### config.mk
export PLATFORM = sky130hd
export DESIGN_NAME = sync_fifo_param
export DESIGN_NICKNAME = d
export VERILOG_FILES = /design/src/rtl/sync_fifo_param.sv
export SDC_FILE = /design/constraint.sdc
export NUM_CORES = 1
export LEC_CHECK = 0
export CORE_MARGIN = 2
export CORE_UTILIZATION = 34
export CTS_CLUSTER_DIAMETER = 200
export DETAILED_ROUTE_END_ITERATION = 10
export HOLD_SLACK_MARGIN = 0.08
export SETUP_SLACK_MARGIN = 0.3
export SLEW_MARGIN = 20
export SYNTH_ARGS = -nofsm -noshare
export SYNTH_HDL_FRONTEND = slang
export SYNTH_SLANG_ARGS = --single-unit
### constraint.sdc
create_clock -name clk -period 3.2 [get_ports clk]
set_input_delay 0.64 -clock clk [delete_from_list [all_inputs] [get_ports clk]]
set_output_delay 0.64 -clock clk [all_outputs]
set_load 0.02 [all_outputs]
### src/rtl/sync_fifo_param.sv
// Synchronous single-clock FIFO with parametrised width/depth, programmable
// almost-full/almost-empty thresholds, selectable registered or
// first-word-fall-through read data, synchronous flush and high-water mark.
module sync_fifo_param #(
    parameter int DATA_WIDTH = 16,
    parameter int FIFO_DEPTH = 8,
    parameter int AF_THRESH  = FIFO_DEPTH - 1,
    parameter int AE_THRESH  = 1,
    parameter int FWFT       = 0
) (
    input  logic                                clk,
    input  logic                                rst_n,
    input  logic                                clr,
    input  logic                                wr_en,
    input  logic [DATA_WIDTH-1:0]               data_in,
    input  logic                                rd_en,
    output logic [DATA_WIDTH-1:0]               data_out,
    output logic                                wr_ack,
    output logic                                overflow,
    output logic                                underflow,
    output logic                                full,
    output logic                                empty,
    output logic                                almostfull,
    output logic                                almostempty,
    output logic [$clog2(FIFO_DEPTH+1)-1:0]     count,
    output logic [$clog2(FIFO_DEPTH+1)-1:0]     hwm
);

    localparam int CW = $clog2(FIFO_DEPTH + 1);
    localparam int PW = (FIFO_DEPTH > 1) ? $clog2(FIFO_DEPTH) : 1;

    // Reject illegal parameter combinations at elaboration.
    if (DATA_WIDTH < 1 || FIFO_DEPTH < 2 || AE_THRESH < 1 ||
        AE_THRESH >= AF_THRESH || AF_THRESH > FIFO_DEPTH - 1) begin : g_param_err
        $error("sync_fifo_param: illegal DATA_WIDTH/FIFO_DEPTH/AF_THRESH/AE_THRESH");
    end

    logic [DATA_WIDTH-1:0] mem_q [FIFO_DEPTH];

    logic [PW-1:0] wr_ptr_q, wr_ptr_d;
    logic [PW-1:0] rd_ptr_q, rd_ptr_d;
    logic [CW-1:0] count_q, count_d;
    logic [CW-1:0] hwm_q, hwm_d;
    logic          wr_ack_q, wr_ack_d;
    logic          overflow_q, overflow_d;
    logic          underflow_q, underflow_d;
    logic          wr_do, rd_do;

    // Depth need not be a power of two, so wrap on an explicit compare.
    function automatic logic [PW-1:0] next_ptr(input logic [PW-1:0] p);
        return (p == PW'(FIFO_DEPTH - 1)) ? '0 : p + PW'(1);
    endfunction

    assign full        = (count_q == CW'(FIFO_DEPTH));
    assign empty       = (count_q == '0);
    assign almostfull  = (count_q >= CW'(AF_THRESH)) && !full;
    assign almostempty = (count_q <= CW'(AE_THRESH)) && !empty;
    assign count       = count_q;
    assign hwm         = hwm_q;
    assign wr_ack      = wr_ack_q;
    assign overflow    = overflow_q;
    assign underflow   = underflow_q;

    // Next-state: clr overrides any request; otherwise accept per full/empty.
    always_comb begin
        wr_do    = wr_en && !full && !clr;
        rd_do    = rd_en && !empty && !clr;
        wr_ptr_d = wr_ptr_q;
        rd_ptr_d = rd_ptr_q;
        count_d  = count_q;
        if (clr) begin
            wr_ptr_d = '0;
            rd_ptr_d = '0;
            count_d  = '0;
        end else begin
            if (wr_do) wr_ptr_d = next_ptr(wr_ptr_q);
            if (rd_do) rd_ptr_d = next_ptr(rd_ptr_q);
            if (wr_do && !rd_do)      count_d = count_q + CW'(1);
            else if (!wr_do && rd_do) count_d = count_q - CW'(1);
        end
        hwm_d       = clr ? '0 : ((count_d > hwm_q) ? count_d : hwm_q);
        wr_ack_d    = wr_do;
        overflow_d  = wr_en && full && !clr;
        // A read against an empty FIFO alongside a write is a write-only
        // cycle, not a rejected read.
        underflow_d = rd_en && empty && !wr_en && !clr;
    end

    // Control state register with asynchronous reset.
    always_ff @(posedge clk or negedge rst_n) begin
        if (!rst_n) begin
            wr_ptr_q    <= '0;
            rd_ptr_q    <= '0;
            count_q     <= '0;
            hwm_q       <= '0;
            wr_ack_q    <= 1'b0;
            overflow_q  <= 1'b0;
            underflow_q <= 1'b0;
        end else begin
            wr_ptr_q    <= wr_ptr_d;
            rd_ptr_q    <= rd_ptr_d;
            count_q     <= count_d;
            hwm_q       <= hwm_d;
            wr_ack_q    <= wr_ack_d;
            overflow_q  <= overflow_d;
            underflow_q <= underflow_d;
        end
    end

    // Storage array; contents are deliberately not reset.
    always_ff @(posedge clk) begin
        if (wr_do) mem_q[wr_ptr_q] <= data_in;
    end

    if (FWFT != 0) begin : g_fwft
        assign data_out = mem_q[rd_ptr_q];
    end else begin : g_reg
        logic [DATA_WIDTH-1:0] dout_q, dout_d;

        assign dout_d   = rd_do ? mem_q[rd_ptr_q] : dout_q;
        assign data_out = dout_q;

        // Registered read data: load on an accepted read, otherwise hold.
        always_ff @(posedge clk or negedge rst_n) begin
            if (!rst_n) dout_q <= '0;
            else        dout_q <= dout_d;
        end
    end

endmodule

After elaboration in Yosys (flattened, before gate mapping):

Memories as Yosys holds them, arrays and structs flattened. A register that Yosys moved wholly into a read port is not among the register bits.
Index checks and enable logic that the tools add are counted.

* equality and inequality tests: 3
* muxes and demuxes: 13
* $add $sub $neg: 4
* magnitude comparators: 3
* reductions and logical operators: 24

Operator list (number)
* two-way mux 4 bit: 5
* two-way mux 3 bit: 6
* logical AND 1 bit: 13
* zero test 1 bit: 7
* adder 3 x 1 -> 3 bit (second input constant): 2
* equality test 3 bit (second input constant): 2
* nonzero test 2 bit: 3
* adder 4 x 1 -> 4 bit (second input constant): 1
* equality test 4 bit (second input constant): 1
* >= comparator 4 x 3 -> 1 bit (second input constant): 1
* > comparator 4 bit: 1
* <= comparator 4 x 1 -> 1 bit (second input constant): 1
* zero test 4 bit: 1
* subtractor 4 x 1 -> 4 bit (second input constant): 1
* two-way mux 1 bit: 2

* flip-flop bits (word level): 17
* memories: 1
* RAM bits: 128
* word-level logic and storage cells: 55
* bits of input ports: 21

Memory list
* mem_q: depth 8, bits a word 16, read ports 1, clocked after Yosys merged registers in 1, write ports 1, RTL line 38 `logic [DATA_WIDTH-1:0] mem_q [FIFO_DEPTH];`

Logic depth before layout (Yosys ltp):

* depth after elaboration: 12
* mapped depth: 14
* mapped depth without buffers: 14

Least setup slack after synthesis:

Ideal clock, no wire load.

* path type: register to register
* from: register count_q[0] (netlist: count[0])
* to: register hwm_q[2] (netlist: hwm[2])
* stages on the path, launching flop included: 13
* library setup time: 0.104 ns
* setup slack: -0.256 ns
* required time: 3.096 ns
* data arrival time: 3.352 ns
* period minus slack after synthesis: 3.456 ns
* path buffers: 0
* cells stage by stage: dfrtp_1 > inv_1 > ha_1 > nor3b_2 > a211oi_2 > a22oi_1 > o21a_1 > nor3_1 > ha_1 > and4_1 > a21oi_1 > or4b_2 > o311ai_1

* elaborated cells between the ends (all ways): 21
* those cells by class: add/sub: 2; order compare: 1; eq/ne: 1; mux: 5; reduce/logical: 12

RTL lines
* start, declared: RTL line 42 `logic [CW-1:0] count_q, count_d;`
* start signal, assigned: RTL line 102 `count_q <= count_d;`
* zero test 4 bit (*): RTL line 55 `assign empty = (count_q == '0);`
* named net empty: RTL line 22 `output logic empty,`
* zero test 1 bit (*): RTL line 67 `rd_do = rd_en && !empty && !clr;`
* logical AND 1 bit (*) (2 in a row): RTL line 67
* logical AND 1 bit or zero test 1 bit (tied branches): RTL line 79, 78
* two-way mux 4 bit or logical AND 1 bit (tied branches): RTL line 79, 78
* two-way mux 4 bit (*): RTL line 78 `if (wr_do && !rd_do) count_d = count_q + CW'(1);`
* two-way mux 4 bit (*): RTL line 71 `if (clr) begin`
* named net count_d[2]: RTL line 42
* > comparator 4 bit or two-way mux 4 bit (tied branches): RTL line 81 `hwm_d = clr ? '0 : ((count_d > hwm_q) ? count_d : hwm_q);`
* nonzero test 2 bit (no line) or two-way mux 4 bit (tied branches)
* end signal, assigned: RTL line 103 `hwm_q <= hwm_d;`
* end, declared: RTL line 43 `logic [CW-1:0] hwm_q, hwm_d;`

The timed path passes the listed nets; every way through them passes the cells marked *. The select of a mux whose other input is x is not followed.
A chain may end at the register's enable or synchronous reset.

Worst setup path after layout:

* from: register count_q[0] (netlist: count[0])
* to: register hwm_q[2] (netlist: hwm[2])

* word-level cells in the longest chain between the ends: 11
* elaborated cells between the ends (all ways): 21
* those cells by class: add/sub: 2; order compare: 1; eq/ne: 1; mux: 5; reduce/logical: 12

Ends and longest elaborated chain
* equality test 4 bit: RTL line 54 `assign full = (count_q == CW'(FIFO_DEPTH));`
* zero test 1 bit: RTL line 66 `wr_do = wr_en && !full && !clr;`
* logical AND 1 bit (2 in a row): RTL line 66
* zero test 1 bit: RTL line 79 `else if (!wr_do && rd_do) count_d = count_q - CW'(1);`
* logical AND 1 bit: RTL line 79
* two-way mux 4 bit: RTL line 79
* two-way mux 4 bit (*): RTL line 78
* two-way mux 4 bit (*): RTL line 71
* named net count_d[2]: RTL line 42
* > comparator 4 bit or two-way mux 4 bit (tied branches): RTL line 81
* nonzero test 2 bit (no line) or two-way mux 4 bit (tied branches)

Marks and branches as above.

==> metrics.md <==
| Metric | Value |
|---|---|
| Crit Path Category | `reg -> reg` |
| Critical path startpoint category | `flip-flop` |
| DRC | `0` |
| Netlist cell types | `42` |
| Post-route insts no fill | `707` |
| Number of global-route vias before repair | `3,913` |
| Int Pwr | `0.004112 W` |
| Total CTS buffers | `17` |
| Most common cell after layout, fill and taps aside | `edfxtp_1` |
| Via/cell ratio | `5.091` |
| Critical Path AT | `3.39 ns` |
| Critical path endpoint category | `flip-flop` |
| Worst Setup SP | `count[0]$_DFF_PN0_` |
| Final Max Tran Viols | `0` |
| Largest net degree at the start of global routing | `36` |
| Fraction of layout cells with a size suffix above 1 | `0.3044` |
| Reg2reg path depth | `12` |
| Crit-path leading delay family | `simple AND/OR/NAND/NOR gates` |
| Max Clock Freq | `326.2 MHz` |
| Sequential share of power | `0.441` |
| Clock power frac | `0.328` |
| Post-route cell area | `0.008327 mm2` |
| PnR worst setup slack | `0.1340 ns` |
| Worst-path clk slew | `0.07 ns` |
| Die Height | `142.3 um` |
| Finish-stage setup viols | `0` |
| Tcrit/Tclk final | `0.9581` |
| Combinational share of power | `0.231` |
| Clock latency on the worst-skew pair | `0.43 ns` |
| Crit-path max FO | `6` |
| Cell Pwr Density | `684.0 mW/mm2` |
| Final wirelength | `13,790 um` |
| Buf/Inv on CP | `1` |
| Sequential share of the synthesized area | `0.7184` |
| Net count reported at finish | `492` |
| #FFs+latches synth | `161` |
| Area delta synth->final | `28.10%` |
| Die W | `142.3 um` |
| Placed inst area | `0.007557 mm2` |
| Req. time, crit path | `3.52 ns` |
| Max VDD drop | `467.8 uV` |
| HPWL Detailed | `8086 um` |
| CTS Root Cell | `clkbuf_16` |
| Tot GR Track Use | `0.1466` |
| Final Hold Viols | `0` |
| Critical path depth | `12` |
| DRT antenna net count | `0` |
| Most used DFF post-synth | `edfxtp_1` |
| Leak Pwr | `2.873 nW` |
| CP max-delay cell | `or4b_4` |
| H-tree depth | `4` |
| Vias post-DR | `3,599` |
| Net Sw Frac | `0.2780` |
| Mapped Area | `0.006500 mm2` |
| Max Cap Violations | `0` |
| CTS Buffer Depth | `2` |
| Mapped Nets | `393` |
| Die area | `0.02024 mm2` |
| RSZ-0062 raised after global routing | `yes` |
| CTS sink cnt | `161` |
| Drt wl/cell | `19.51 um` |
| Placed Instances | `655` |
| Worst Tran Pin Value | `0.9027 ns` |
| Setup slack, reg-to-reg | `0.13 ns` |
| Mean Syn Cell Area | `18.01 um2` |
| Hold Crit Class | `in -> async` |
| Gr ovfl total | `0` |
| Drt first pass iters | `4` |
| CP peak stage delay | `0.48 ns` |
| First-pass GRT wire length | `21,740 um` |
| Post-Syn Instances | `361` |
| EDFF count, synth | `128` |
| # diodes | `0` |
| First DRT Iteration DRCs | `242` |
| Final RePlAce weighted congestion | `0.8615` |
| Antenna violations before repair | `0` |
| Core area | `0.01871 mm2` |
| Io pins | `52` |
| IO Port Bufs | `51` |
| Async SR Flop Fraction | `0.2050` |
| Reg-to-Reg End | `hwm[2]$_DFFE_PN0P_` |
| Final min period | `3.066 ns` |
| # rows | `50` |
| CTS tree | `built` |
| NetSw | `0.001583 W` |
| CP Cell Sequence | `inv_2 -> ha_4 -> nand2b_4 -> a211oi_4 -> a22oi_2 -> o21a_1 -> nor3_2 -> ha_1 -> and4_1 -> a21oi_2 -> or4b_4 -> o311ai_2` |
| Worst reg2reg startpoint | `count[0]$_DFF_PN0_` |
| Setup WS pre-CTS | `-0.2877 ns` |
| Most frequent cells in the layout | `edfxtp_1, clkdlybuf4s50_1, buf_4, mux4_2, dfrtp_1` |
| Total number of yosys warnings | `0` |
| Initial Util | `0.3475` |
| Setup crit end | `hwm[2]$_DFFE_PN0P_` |
| Setup TNS | `0 ns` |
| Status | `finished, final reports clean` |
| Slew headroom | `0.3982` |
| Final Skew | `0.02411 ns` |
==> per-stage QoR <==
stage / hold WS [ns] / power [W] / utilization
CTS: 0.3808 / 0.005693 / 0.4417
finish: 0.3468 / 0.005696 / 0.4452
global placement: 0.5084 / 0.003715 / 0.4040
floorplan: 0.3444 / 0.003211 / -
detailed placement: 0.5182 / 0.003746 / 0.4040
global route: 0.3911 / 0.005935 / 0.4452
==> synth_stat cells (2+ instances only) <==
master	n	area share
edfxtp_1	128	0.59
dfrtp_1	33	0.13
mux4_2	32	0.11
nor2_1	28	0.016
a21oi_1	23	0.018
mux2i_1	19	0.029
ha_1	11	0.021
inv_1	10	0.0058
clkbuf_1	9	0.0052
nor3_1	7	0.0054
buf_2	6	0.0046
nand2_1	6	0.0035
nand2b_1	5	0.0048
nand3_1	5	0.0038
o21ai_0	4	0.0031
or3_1	4	0.0038
a211oi_2	2	0.0038
buf_4	2	0.0023
nand2b_4	2	0.0042
nor3b_1	2	0.0023
nor4_1	2	0.0019
==> sequential cells by signal (all words and copies together), names as in the netlist <==
| register | cells |
|---|---|
| wr_ptr_q | 3 |
| hwm | 4 |
| rd_ptr_q | 3 |
| data_out | 16 |
| underflow | 1 |
| count | 4 |
| overflow | 1 |
| wr_ack | 1 |
| mem_q | 128 |
==> final cells by class <==
cell class                 count  area (um2)
tap                          234       292.8
multi-input combinational    172        1852
sequential                   161        4674
timing repair buffer          97       919.6
clock inverter                13       103.9
inverter                      11       41.29
fill                        1635       10380
clock buffer                  19       442.9
==> worst register-to-register path, cell delays in order, from the launching register on <==
cell and delay [ns]:
dfrtp_2 0.43, inv_2 0.10, ha_4 0.21, nand2b_4 0.10, a211oi_4 0.37, a22oi_2 0.15
o21a_1 0.21, nor3_2 0.24, ha_1 0.29, and4_1 0.17, a21oi_2 0.14, or4b_4 0.48
o311ai_2 0.08
==> how the worst min path moves through the flow <==
stage / start / end / cells past startpoint
final: rst_n / hwm[3]$_DFFE_PN0P_ / 1
after global routing: rst_n / count[3]$_DFF_PN0_ / 1
after CTS: rst_n / count[3]$_DFF_PN0_ / 1
after detailed placement: data_out[14]$_DFFE_PN0P_ / data_out[14]$_DFFE_PN0P_ / 2
after global placement: data_out[8]$_DFFE_PN0P_ / data_out[8]$_DFFE_PN0P_ / 2
after floorplan: rst_n / count[0]$_DFF_PN0_ / 0
==> repair_timing <==
action	4_1_cts	5_1_grt
resized for setup	11	6
setup buffers	16	4
hold buffers	0	0
pin swaps	7	11
hold endpoints to repair	0	0
setup endpoints to repair	4	5
==> kinds of logic (layout without fill, tap and decap cells) <==
logic type	Yosys count	in the layout	synth area share
buffers and inverters	28	140	0.01848
xor gates and xnor gates	1	1	0.001348
DFF	161	161	0.7184
AOI/OAI and AO/OA	37	37	0.03792
adders and majority gates	11	11	0.02117
and+or+nand+nor	71	71	0.06083
muxes	52	52	0.1419
==> metal layers <==
layer | vias up | part of all wire | track usage
li1 | 1609 | - | -
met1 | 1863 | 0.43 | 0.1835
met2 | 107 | 0.51 | 0.2433
met3 | 20 | 0.044 | 0.03836
met4 | 0 | 0.018 | 0.05947
met5 | - | 0 | 0
==> power groups by stage <==
stage	sequential, W	combinational [W]	clock [W]
after global routing	0.00253	0.00141	0.00199
final	0.00251	0.00131	0.00187
after floorplan	0.00269	0.000523	0
after detailed placement	0.00256	0.00118	0
after CTS	0.00251	0.00127	0.00191
after global placement	0.00255	0.00116	0
No activity file was read; power rests on OpenSTA's default activity.
